--- src/rtl/div_share_arbiter_if.sv ---
// Request, response and divider-side signals of div_share_arbiter.
// The arbiter uses the slave view; the surrounding environment uses the master view.
interface div_share_arbiter_if #(
    parameter int W   = 8,
    parameter int N   = 4,
    parameter int IDW = 2
);
    logic [N-1:0]   req_valid;
    logic [N-1:0]   req_ready;
    logic [N*W-1:0] req_dvnd;
    logic [N*W-1:0] req_dvsr;

    logic           rsp_valid;
    logic           rsp_ready;
    logic [IDW-1:0] rsp_id;
    logic [W-1:0]   rsp_quo;
    logic [W-1:0]   rsp_rmd;
    logic           rsp_dz;
    logic           rsp_tmo;

    logic           div_start;
    logic [W-1:0]   div_dvnd;
    logic [W-1:0]   div_dvsr;
    logic           div_ready;
    logic           div_done;
    logic [W-1:0]   div_quo;
    logic [W-1:0]   div_rmd;

    modport slave (
        input  req_valid, req_dvnd, req_dvsr, rsp_ready,
               div_ready, div_done, div_quo, div_rmd,
        output req_ready, rsp_valid, rsp_id, rsp_quo, rsp_rmd, rsp_dz, rsp_tmo,
               div_start, div_dvnd, div_dvsr
    );

    modport master (
        output req_valid, req_dvnd, req_dvsr, rsp_ready,
               div_ready, div_done, div_quo, div_rmd,
        input  req_ready, rsp_valid, rsp_id, rsp_quo, rsp_rmd, rsp_dz, rsp_tmo,
               div_start, div_dvnd, div_dvsr
    );
endinterface

--- src/rtl/div_share_arbiter.sv ---
// Round-robin sharing of one sequential divider between N requesters.
//
//   state | meaning
//   ARB   | waiting for a valid request while the divider is idle
//   ISSUE | one-cycle start pulse to the divider, watchdog loaded
//   WAIT  | divider busy; watchdog counts down towards a timeout
//   RESP  | result held on the response channel until accepted
//
// Divide-by-zero skips the divider and answers straight from ARB.
module div_share_arbiter #(
    parameter int W   = 8,
    parameter int N   = 4,
    parameter int IDW = 2,
    parameter int TMO = 64,
    parameter int TW  = 7
) (
    input  logic               clk,
    input  logic               rst,
    div_share_arbiter_if.slave bus
);
    typedef enum logic [1:0] {ARB, ISSUE, WAIT, RESP} state_t;

    state_t         state;
    state_t         state_nxt;
    logic [IDW-1:0] ptr;
    logic [IDW-1:0] gnt;
    logic           found;
    logic           accept;
    logic           wdog_tc;
    logic [W-1:0]   sel_dvnd;
    logic [W-1:0]   sel_dvsr;
    logic [TW-1:0]  wdog;
    int             srch_idx;

    // first valid requester at or after the pointer, wrapping past N-1
    always_comb begin
        found    = 1'b0;
        gnt      = '0;
        srch_idx = 0;
        for (int k = 0; k < N; k++) begin
            srch_idx = int'(ptr) + k;
            if (srch_idx >= N) srch_idx = srch_idx - N;
            if (!found && bus.req_valid[srch_idx]) begin
                found = 1'b1;
                gnt   = IDW'(srch_idx);
            end
        end
    end

    assign sel_dvnd = bus.req_dvnd[int'(gnt)*W +: W];
    assign sel_dvsr = bus.req_dvsr[int'(gnt)*W +: W];
    assign accept   = (state == ARB) && found && bus.div_ready;
    // the down-counter is loaded with TMO, so reaching 1 means TMO cycles spent in WAIT
    assign wdog_tc  = (wdog == TW'(1));

    // state register
    always_ff @(posedge clk or posedge rst) begin
        if (rst) state <= ARB;
        else     state <= state_nxt;
    end

    // next-state decode and handshake strobes
    always_comb begin
        state_nxt     = state;
        bus.req_ready = '0;
        bus.div_start = 1'b0;
        bus.rsp_valid = 1'b0;
        case (state)
            ARB: begin
                if (accept) begin
                    bus.req_ready[gnt] = 1'b1;
                    state_nxt = (sel_dvsr == '0) ? RESP : ISSUE;
                end
            end
            ISSUE: begin
                bus.div_start = 1'b1;
                state_nxt     = WAIT;
            end
            WAIT: begin
                if (bus.div_done || wdog_tc) state_nxt = RESP;
            end
            RESP: begin
                bus.rsp_valid = 1'b1;
                if (bus.rsp_ready) state_nxt = ARB;
            end
            default: state_nxt = ARB;
        endcase
    end

    // operand capture, result capture, watchdog and round-robin pointer
    always_ff @(posedge clk or posedge rst) begin
        if (rst) begin
            ptr          <= '0;
            wdog         <= '0;
            bus.div_dvnd <= '0;
            bus.div_dvsr <= '0;
            bus.rsp_id   <= '0;
            bus.rsp_quo  <= '0;
            bus.rsp_rmd  <= '0;
            bus.rsp_dz   <= 1'b0;
            bus.rsp_tmo  <= 1'b0;
        end else begin
            case (state)
                ARB: begin
                    if (accept) begin
                        bus.div_dvnd <= sel_dvnd;
                        bus.div_dvsr <= sel_dvsr;
                        bus.rsp_id   <= gnt;
                        bus.rsp_tmo  <= 1'b0;
                        if (sel_dvsr == '0) begin
                            bus.rsp_quo <= '1;
                            bus.rsp_rmd <= sel_dvnd;
                            bus.rsp_dz  <= 1'b1;
                        end else begin
                            bus.rsp_dz  <= 1'b0;
                        end
                    end
                end
                ISSUE: wdog <= TW'(TMO);
                WAIT: begin
                    if (bus.div_done) begin
                        bus.rsp_quo <= bus.div_quo;
                        bus.rsp_rmd <= bus.div_rmd;
                    end else if (wdog_tc) begin
                        bus.rsp_tmo <= 1'b1;
                        bus.rsp_quo <= '0;
                        bus.rsp_rmd <= '0;
                        wdog        <= '0;
                    end else begin
                        wdog <= wdog - TW'(1);
                    end
                end
                RESP: begin
                    if (bus.rsp_ready)
                        ptr <= (bus.rsp_id == IDW'(N-1)) ? '0 : bus.rsp_id + IDW'(1);
                end
                default: ;
            endcase
        end
    end
endmodule

--- src/flat_wrapper.sv ---
// flat-port wrapper written by rule: the top's interface ports become plain ports
module div_share_arbiter_flat 
#(
    parameter int W   = 8,
    parameter int N   = 4,
    parameter int IDW = 2,
    parameter int TMO = 64,
    parameter int TW  = 7
)
  (clk, rst, bus_req_valid, bus_req_dvnd, bus_req_dvsr, bus_rsp_ready, bus_div_ready, bus_div_done, bus_div_quo, bus_div_rmd, bus_req_ready, bus_rsp_valid, bus_rsp_id, bus_rsp_quo, bus_rsp_rmd, bus_rsp_dz, bus_rsp_tmo, bus_div_start, bus_div_dvnd, bus_div_dvsr);
  div_share_arbiter_if #(.W(W), .N(N), .IDW(IDW)) bus_i ();
  input  logic clk;
  input  logic rst;
  input wire logic [$bits(bus_i.req_valid)-1:0] bus_req_valid;
  input wire logic [$bits(bus_i.req_dvnd)-1:0] bus_req_dvnd;
  input wire logic [$bits(bus_i.req_dvsr)-1:0] bus_req_dvsr;
  input wire logic [$bits(bus_i.rsp_ready)-1:0] bus_rsp_ready;
  input wire logic [$bits(bus_i.div_ready)-1:0] bus_div_ready;
  input wire logic [$bits(bus_i.div_done)-1:0] bus_div_done;
  input wire logic [$bits(bus_i.div_quo)-1:0] bus_div_quo;
  input wire logic [$bits(bus_i.div_rmd)-1:0] bus_div_rmd;
  output wire logic [$bits(bus_i.req_ready)-1:0] bus_req_ready;
  output wire logic [$bits(bus_i.rsp_valid)-1:0] bus_rsp_valid;
  output wire logic [$bits(bus_i.rsp_id)-1:0] bus_rsp_id;
  output wire logic [$bits(bus_i.rsp_quo)-1:0] bus_rsp_quo;
  output wire logic [$bits(bus_i.rsp_rmd)-1:0] bus_rsp_rmd;
  output wire logic [$bits(bus_i.rsp_dz)-1:0] bus_rsp_dz;
  output wire logic [$bits(bus_i.rsp_tmo)-1:0] bus_rsp_tmo;
  output wire logic [$bits(bus_i.div_start)-1:0] bus_div_start;
  output wire logic [$bits(bus_i.div_dvnd)-1:0] bus_div_dvnd;
  output wire logic [$bits(bus_i.div_dvsr)-1:0] bus_div_dvsr;
  assign bus_i.req_valid = bus_req_valid;
  assign bus_i.req_dvnd = bus_req_dvnd;
  assign bus_i.req_dvsr = bus_req_dvsr;
  assign bus_i.rsp_ready = bus_rsp_ready;
  assign bus_i.div_ready = bus_div_ready;
  assign bus_i.div_done = bus_div_done;
  assign bus_i.div_quo = bus_div_quo;
  assign bus_i.div_rmd = bus_div_rmd;
  assign bus_req_ready = bus_i.req_ready;
  assign bus_rsp_valid = bus_i.rsp_valid;
  assign bus_rsp_id = bus_i.rsp_id;
  assign bus_rsp_quo = bus_i.rsp_quo;
  assign bus_rsp_rmd = bus_i.rsp_rmd;
  assign bus_rsp_dz = bus_i.rsp_dz;
  assign bus_rsp_tmo = bus_i.rsp_tmo;
  assign bus_div_start = bus_i.div_start;
  assign bus_div_dvnd = bus_i.div_dvnd;
  assign bus_div_dvsr = bus_i.div_dvsr;
  div_share_arbiter #(.W(W), .N(N), .IDW(IDW), .TMO(TMO), .TW(TW)) u_core (.clk(clk), .rst(rst), .bus(bus_i));
endmodule
--- config.mk ---
export PLATFORM = sky130hd
export DESIGN_NAME = div_share_arbiter_flat
export DESIGN_NICKNAME = d
export VERILOG_FILES = /design/src/rtl/div_share_arbiter_if.sv /design/src/rtl/div_share_arbiter.sv /design/src/flat_wrapper.sv
export SDC_FILE = /design/constraint.sdc
export NUM_CORES = 1
export LEC_CHECK = 0
export CORE_MARGIN = 2
export CORE_UTILIZATION = 34
export CTS_BUF_LIST = sky130_fd_sc_hd__clkbuf_2
export DETAILED_ROUTE_END_ITERATION = 7
export PLACE_DENSITY = 0.77
export SLEW_MARGIN = 20
export SYNTH_ARGS = -nofsm -noshare
export SYNTH_HDL_FRONTEND = slang
export SYNTH_SLANG_ARGS = --single-unit
--- constraint.sdc ---
create_clock -name clk -period 2.7 [get_ports clk]
set_input_delay 0.27 -clock clk [delete_from_list [all_inputs] [get_ports clk]]
set_output_delay 0.27 -clock clk [all_outputs]
set_load 0.005 [all_outputs]
Yosys cells after proc, flatten, opt, wreduce, memory -nomap -nowiden. Cells that the tools add are included. W data, S select, Z words.

Register bits after elaboration: 47. Bits in latches: 0. Bits in writable memories: 0. Memory bits (read-only): 0. Output and inout port bits: 42. Word-level logic and storage cells: 116. Memories: 0.

Add/sub/neg operators: 9. $mul: 0. Div/mod/pow operators: 0. Order comparisons: 10. Eq/ne operators: 12. Shift operators: 2. Mux-type cells: 53. Bitwise logic cells: 0. Reduce and logical (&&, ||, !) cells: 20.

Operators by type and width (number): $lt A32 B4 Y1 const B (4); $mux W32 (4); $ge A32 B4 Y1 const B (3); $sub A32 B4 Y32 const B (3); $shiftx A32 B6 Y8 (2); $mux W8 (7); $pmux W8 S2 (2); $mux W1 (19); $mux W2 (9); $mux W7 (2); $pmux W7 S2 (1); $bmux W1 S2 (4); $logic_not A8 Y1 (1); $mux W4 (2); $pmux W2 S4 (1); $reduce_and A4 Y1 (2); $eq A7 B1 Y1 const B (1); $sub A7 B1 Y7 const B (1); $add A2 B2 Y3 const B (2); $eq A2 B2 Y1 const B (3); $logic_and A1 B1 Y1 (6); $ne A2 B1 Y1 const B (3); $ne A2 B2 Y1 const B (3); $reduce_and A2 Y1 (3); other kinds (15) (18).

Logic depth before layout (Yosys ltp).
Depth in word-level cells: 21. Depth in mapped cells: 13. Gate-level depth less buffers: 9.

Least setup slack after synthesis. Ideal clock, no wire load.

Path kind: input to register. Start point: in bus_req_valid[2]. End point: reg u_core.bus.rsp_quo[0]. Setup time: 125 ps. Arrival: 2428 ps. Required time: 2575 ps. Setup slack: 147 ps. Cell stages on the path: 12. Path buffers: 3. Cell sequence: nor2b_1 a21boi_1 o32a_1 buf_6 buf_12 mux2i_1 mux2_2 nand2_1 and4bb_4 o21ai_4 buf_12 mux2_4.

Word-level cells in the longest chain between the ends: 17.

RTL lines: start, declared (line flat_wrapper.sv:14) `input wire logic [$bits(bus_i.req_valid)-1:0] bus_req_valid;`; $bmux W1 S2 (line div_share_arbiter.sv:43) `if (!found && bus.req_valid[srch_idx]) begin`; $mux W1 (implied by the code) (2 in a row) (line div_share_arbiter.sv:43); $mux W1 (line div_share_arbiter.sv:43); $logic_not A1 Y1 (line div_share_arbiter.sv:43); $logic_and A1 B1 Y1 (line div_share_arbiter.sv:43); $mux W1 (line div_share_arbiter.sv:43); $logic_not A1 Y1 (line div_share_arbiter.sv:43); $logic_and A1 B1 Y1 (line div_share_arbiter.sv:43); $mux W1 (line div_share_arbiter.sv:43); $logic_not A1 Y1 (line div_share_arbiter.sv:43); $logic_and A1 B1 Y1 (line div_share_arbiter.sv:43); $mux W2 or $mux W1 (tied branches) (line div_share_arbiter.sv:43); $shiftx A32 B6 Y8 or $logic_and A1 B1 Y1 (tied branches) (line div_share_arbiter.sv:51, div_share_arbiter.sv:52); $logic_not A8 Y1 or $logic_and A1 B1 Y1 (tied branches) (line div_share_arbiter.sv:110, div_share_arbiter.sv:52); $ne A2 B2 Y1 (no line) or $ne A2 B1 Y1 (tied branches); $reduce_and A4 Y1 (no line) *; end signal, assigned (line div_share_arbiter.sv:122) `bus.rsp_quo <= bus.div_quo;`; end, declared (line div_share_arbiter_if.sv:32) `output req_ready, rsp_valid, rsp_id, rsp_quo, rsp_rmd, rsp_dz, rsp_tmo,`.

Every way passes the cells marked *; elsewhere a longest branch is shown, timed or not. The select of a mux whose other input is x is not followed. A chain may end at the register's enable or synchronous reset.

Worst setup path after layout.
Start point: reg u_core.ptr[0]. End point: reg u_core.bus.rsp_rmd[0].

Word-level cells in the longest chain between the ends: 19.

RTL lines: start, declared (line div_share_arbiter.sv:25) `logic [IDW-1:0] ptr;`; start signal, assigned (line div_share_arbiter.sv:135) `ptr <= (bus.rsp_id == IDW'(N-1)) ? '0 : bus.rsp_id + IDW'(1);`; branches (longest 19 deep; another with $sub A32 B4 Y32); end signal, assigned (line div_share_arbiter.sv:112) `bus.rsp_rmd <= sel_dvnd;`; end signal, assigned (line div_share_arbiter.sv:123) `bus.rsp_rmd <= bus.div_rmd;`; end, declared (line div_share_arbiter_if.sv:32).

Parallel ways; which one is timed is not known. The select of a mux whose other input is x is not followed.

==> flow_summary.json <==
{
  "number_of_vias_in_the_routed_layout": 2784,
  "wirelength_um": 8700,
  "postSynth.topFlopCell": "sky130_fd_sc_hd__dfrtp_1",
  "dieWidth_um": 95.2,
  "critPathMaxStageDelay_ns": 0.45,
  "finalSetupViolCount": 8,
  "mapped_cell_area_um2": 2830,
  "peakVddDrop_mv": 0.542,
  "critical_path.cell_chain": "buf_6 > nor2b_4 > nor2_2 > o32a_4 > buf_12 > mux2i_2 > mux2_4 > nand4_1 > and4bb_4 > o21ai_4 > clkbuf_16 > mux2_4",
  "pin_count_of_the_biggest_net_entering_global_routing": 48,
  "synth_nets": 426,
  "crit_type": "reg2reg",
  "final_period_util_pct": 101,
  "route.detailed.wl_per_inst_um": 15.0,
  "max-cap-violations": 0,
  "finalHoldViolations": 0,
  "worstSetupEndpointType": "register",
  "drt_drc_violations_left": 0,
  "p_sw_mw": 1.64,
  "yosys_warnings": 0,
  "antenna_found_initial": 0,
  "most-common-layout-cells": "sky130_fd_sc_hd__clkdlybuf4s50_1 (127), sky130_fd_sc_hd__nand2_1 (106), sky130_fd_sc_hd__o21ai_0 (46), sky130_fd_sc_hd__dfrtp_1 (46)",
  "start_kind": "register",
  "dp_wirelength_um": 6390,
  "worst_path_most_repeated_cell": "sky130_fd_sc_hd__mux2_4",
  "final_max_slew_viol_count": 0,
  "max-clock-path-buffers": 2,
  "cp_data_required_time_ns": 3.02,
  "groute.usage.overall_pct": 17.5,
  "critical_register_to_register_path_endpoint": "u_core.bus.rsp_rmd[0]",
  "timing_worst_slew_pin_value_ns": 0.608,
  "synth_seq_area_share_pct": 41.6,
  "critical_path.max_fanout": 8,
  "async_reset_ff_share_pct": 100,
  "layout_setup_ws_ns": -0.0281,
  "viasPerCell": 4.80,
  "layoutNonFillerInstCount": 580,
  "maxSlewHeadroom_pct": 59.4,
  "fraction_of_power_spent_switching_nets_pct": 37.7,
  "maxClockFrequency_mhz": 367,
  "worst_skew_pair.late_latency_ns": 0.41,
  "tritoncts_clock_tree": "done",
  "cts-buffers-inserted": 5,
  "floorplan.die_area_um2": 9070,
  "area_growth_syn_to_layout_pct": 62.4,
  "reg2reg_depth": 12,
  "violated_checks": "setup timing",
  "synth_edf_count": 0,
  "layout-drive-gt1-share_pct": 14.7,
  "run_status": "complete, but fails checks",
  "endpoint_arrival_time_on_the_critical_path_ns": 3.05,
  "synthDistinctLibCells": 34,
  "htree_depth": 2,
  "syn_avg_cell_area_um2": 8.57,
  "ys_seq_elements": 47,
  "dpl_worst_slack_ns": -0.389,
  "initial_core_util_pct": 34.8,
  "grt_first_pass_wirelength_um": 12400,
  "cts_sinks": 47,
  "total_leakage_power_nw": 2.08,
  "clock_input_transition_at_the_sequential_cells_of_the_worst_setup_and_hold_paths_ns": 0.23,
  "gpl.final_weighted_congestion": 0.783,
  "placement_row_count": 33,
  "fp.dieH_um": 95.2,
  "dr.pass1.iters": 4,
  "cts_hold_buf": 0,
  "drc_violation_total_after_the_first_tritonroute_iteration": 93,
  "io_pins": 131,
  "worstHoldPathType": "in2async",
  "core_area_um2": 8130,
  "io_buffers": 130,
  "share_seq_of_total_power_pct": 27.9,
  "layout_commonest_cell": "sky130_fd_sc_hd__clkdlybuf4s50_1",
  "finClkSkew_ns": 0.00944,
  "final_net_count": 570,
  "grt.overflow.total": 0,
  "via_count_of_the_first_global_routing_pass": 2685,
  "antenna_violating_nets_post_route": 0,
  "netlist_instances": 330,
  "reg2reg_setup_slack_ns": -0.03,
  "clk_tree_root_cell": "sky130_fd_sc_hd__clkbuf_2",
  "unrepaired_setup_endpoints_after_global_routing": "true",
  "p_comb_share_pct": 63.4,
  "final_period_demand_of_the_worst_path_ns": 2.73,
  "power_density_nw_per_um2": 948,
  "power.total_mw": 4.36,
  "cell_internal_pwr_mw": 2.71,
  "fin_hold_ws_ns": 0.281,
  "crit_path_top_delay_cell": "sky130_fd_sc_hd__dfrtp_1",
  "numPlacedInstances": 567,
  "insertedDiodeCount": 0,
  "power.share.clock_pct": 8.7,
  "reg_to_reg_startpoint": "u_core.ptr[0]"
}
## registers in the layout, indices dropped and copies added (netlist names)
name and cells:
u_core.ptr 2, u_core.wdog 7, u_core.state 2, u_core.bus.div_dvsr 8, u_core.bus.rsp_rmd 8, u_core.bus.rsp_quo 8
u_core.bus.div_dvnd 8, u_core.bus.rsp_dz 1, u_core.bus.rsp_tmo 1, u_core.bus.rsp_id 2
## power by group through the flow
stage | Combinational [mW] | Sequential [mW] | Clock [mW]
2_1_floorplan | 1.41 | 1.20 | 0
3_3_place_gp | 2.43 | 1.22 | 0
3_5_place_dp | 2.51 | 1.22 | 0
4_1_cts | 2.53 | 1.21 | 0.392
5_1_grt | 3.01 | 1.25 | 0.415
6_report | 2.76 | 1.21 | 0.378
## cells by family after synthesis
group	Yosys count	share of synthesized area [%]
fa+ha+maj	7	3.10
simple gates	149	22.1
flops	47	41.6
compound gates	64	12.8
mux	37	15.5
buf+inv	26	4.91
## worst max-delay path by stage
| stage | start | to | slack, ns |
|---|---|---|---|
| global route | u_core.ptr[0] | u_core.bus.rsp_quo[0] | -0.11 |
| global placement | bus_req_valid[2] | u_core.bus.rsp_rmd[4] | -0.27 |
| detailed placement | bus_req_valid[2] | u_core.bus.rsp_quo[2] | -0.39 |
| finish | u_core.ptr[0] | u_core.bus.rsp_rmd[0] | -0.03 |
| floorplan | bus_req_valid[2] | u_core.bus.rsp_quo[0] | 0.15 |
| CTS | u_core.state[1] | bus_req_ready[3] | 0.007 |
## cell type report
class | instances | area (um^2)
tap | 105 | 131
fill | 721 | 3540
timing repair buffer | 155 | 1600
clock inverter | 3 | 38.8
clock buffer | 5 | 25.0
multi-input combinational | 257 | 1590
sequential | 47 | 1180
inverter | 8 | 30.0
## Yosys cell counts, types with 7 or more instances
cell type / number / area, um^2
sky130_fd_sc_hd__a21oi_1: 8 / 40.0
sky130_fd_sc_hd__clkbuf_1: 11 / 41.3
sky130_fd_sc_hd__dfrtp_1: 47 / 1180
sky130_fd_sc_hd__ha_1: 7 / 87.6
sky130_fd_sc_hd__inv_1: 8 / 30.0
sky130_fd_sc_hd__mux2_2: 14 / 158
sky130_fd_sc_hd__mux2_4: 10 / 150
sky130_fd_sc_hd__mux2i_1: 13 / 130
sky130_fd_sc_hd__nand2_1: 106 / 398
sky130_fd_sc_hd__nand3_1: 12 / 60.1
sky130_fd_sc_hd__nor2_1: 12 / 45.0
sky130_fd_sc_hd__o21ai_0: 46 / 230
## per-stage QoR
stage / setup TNS [ns] / util (%) / instance area [um^2]
floorplan: 0 / - / 2830
global placement: -4.32 / 53.6 / 4360
detailed placement: -6.19 / 53.6 / 4360
CTS: 0 / 54.6 / 4440
global route: -1.48 / 56.5 / 4590
finish: -0.161 / 56.5 / 4590
## routing by layer
layer  routed length, um  share of wire, %  global-route usage, %
met1                3630                42                   21.1
met2                4240                49                   31.0
met3                 794               9.1                   5.30
met4                  39              0.45                   3.26
met5                   0                 0                      0
## critical path: cells and delay by family, from the launching register on
family          cells  cell delay [ns]
compound gates      2             0.49
simple gates        4             0.47
buf+inv             3             0.49
flops               1             0.45
mux                 3             0.72
## repair_timing
item,CTS,global route
buffers inserted,1,2
gates resized for setup,4,18
setup endpoints to repair,4,19
cloned,0,3
pin swaps,0,3
No activity file was read; power rests on OpenSTA's default activity.
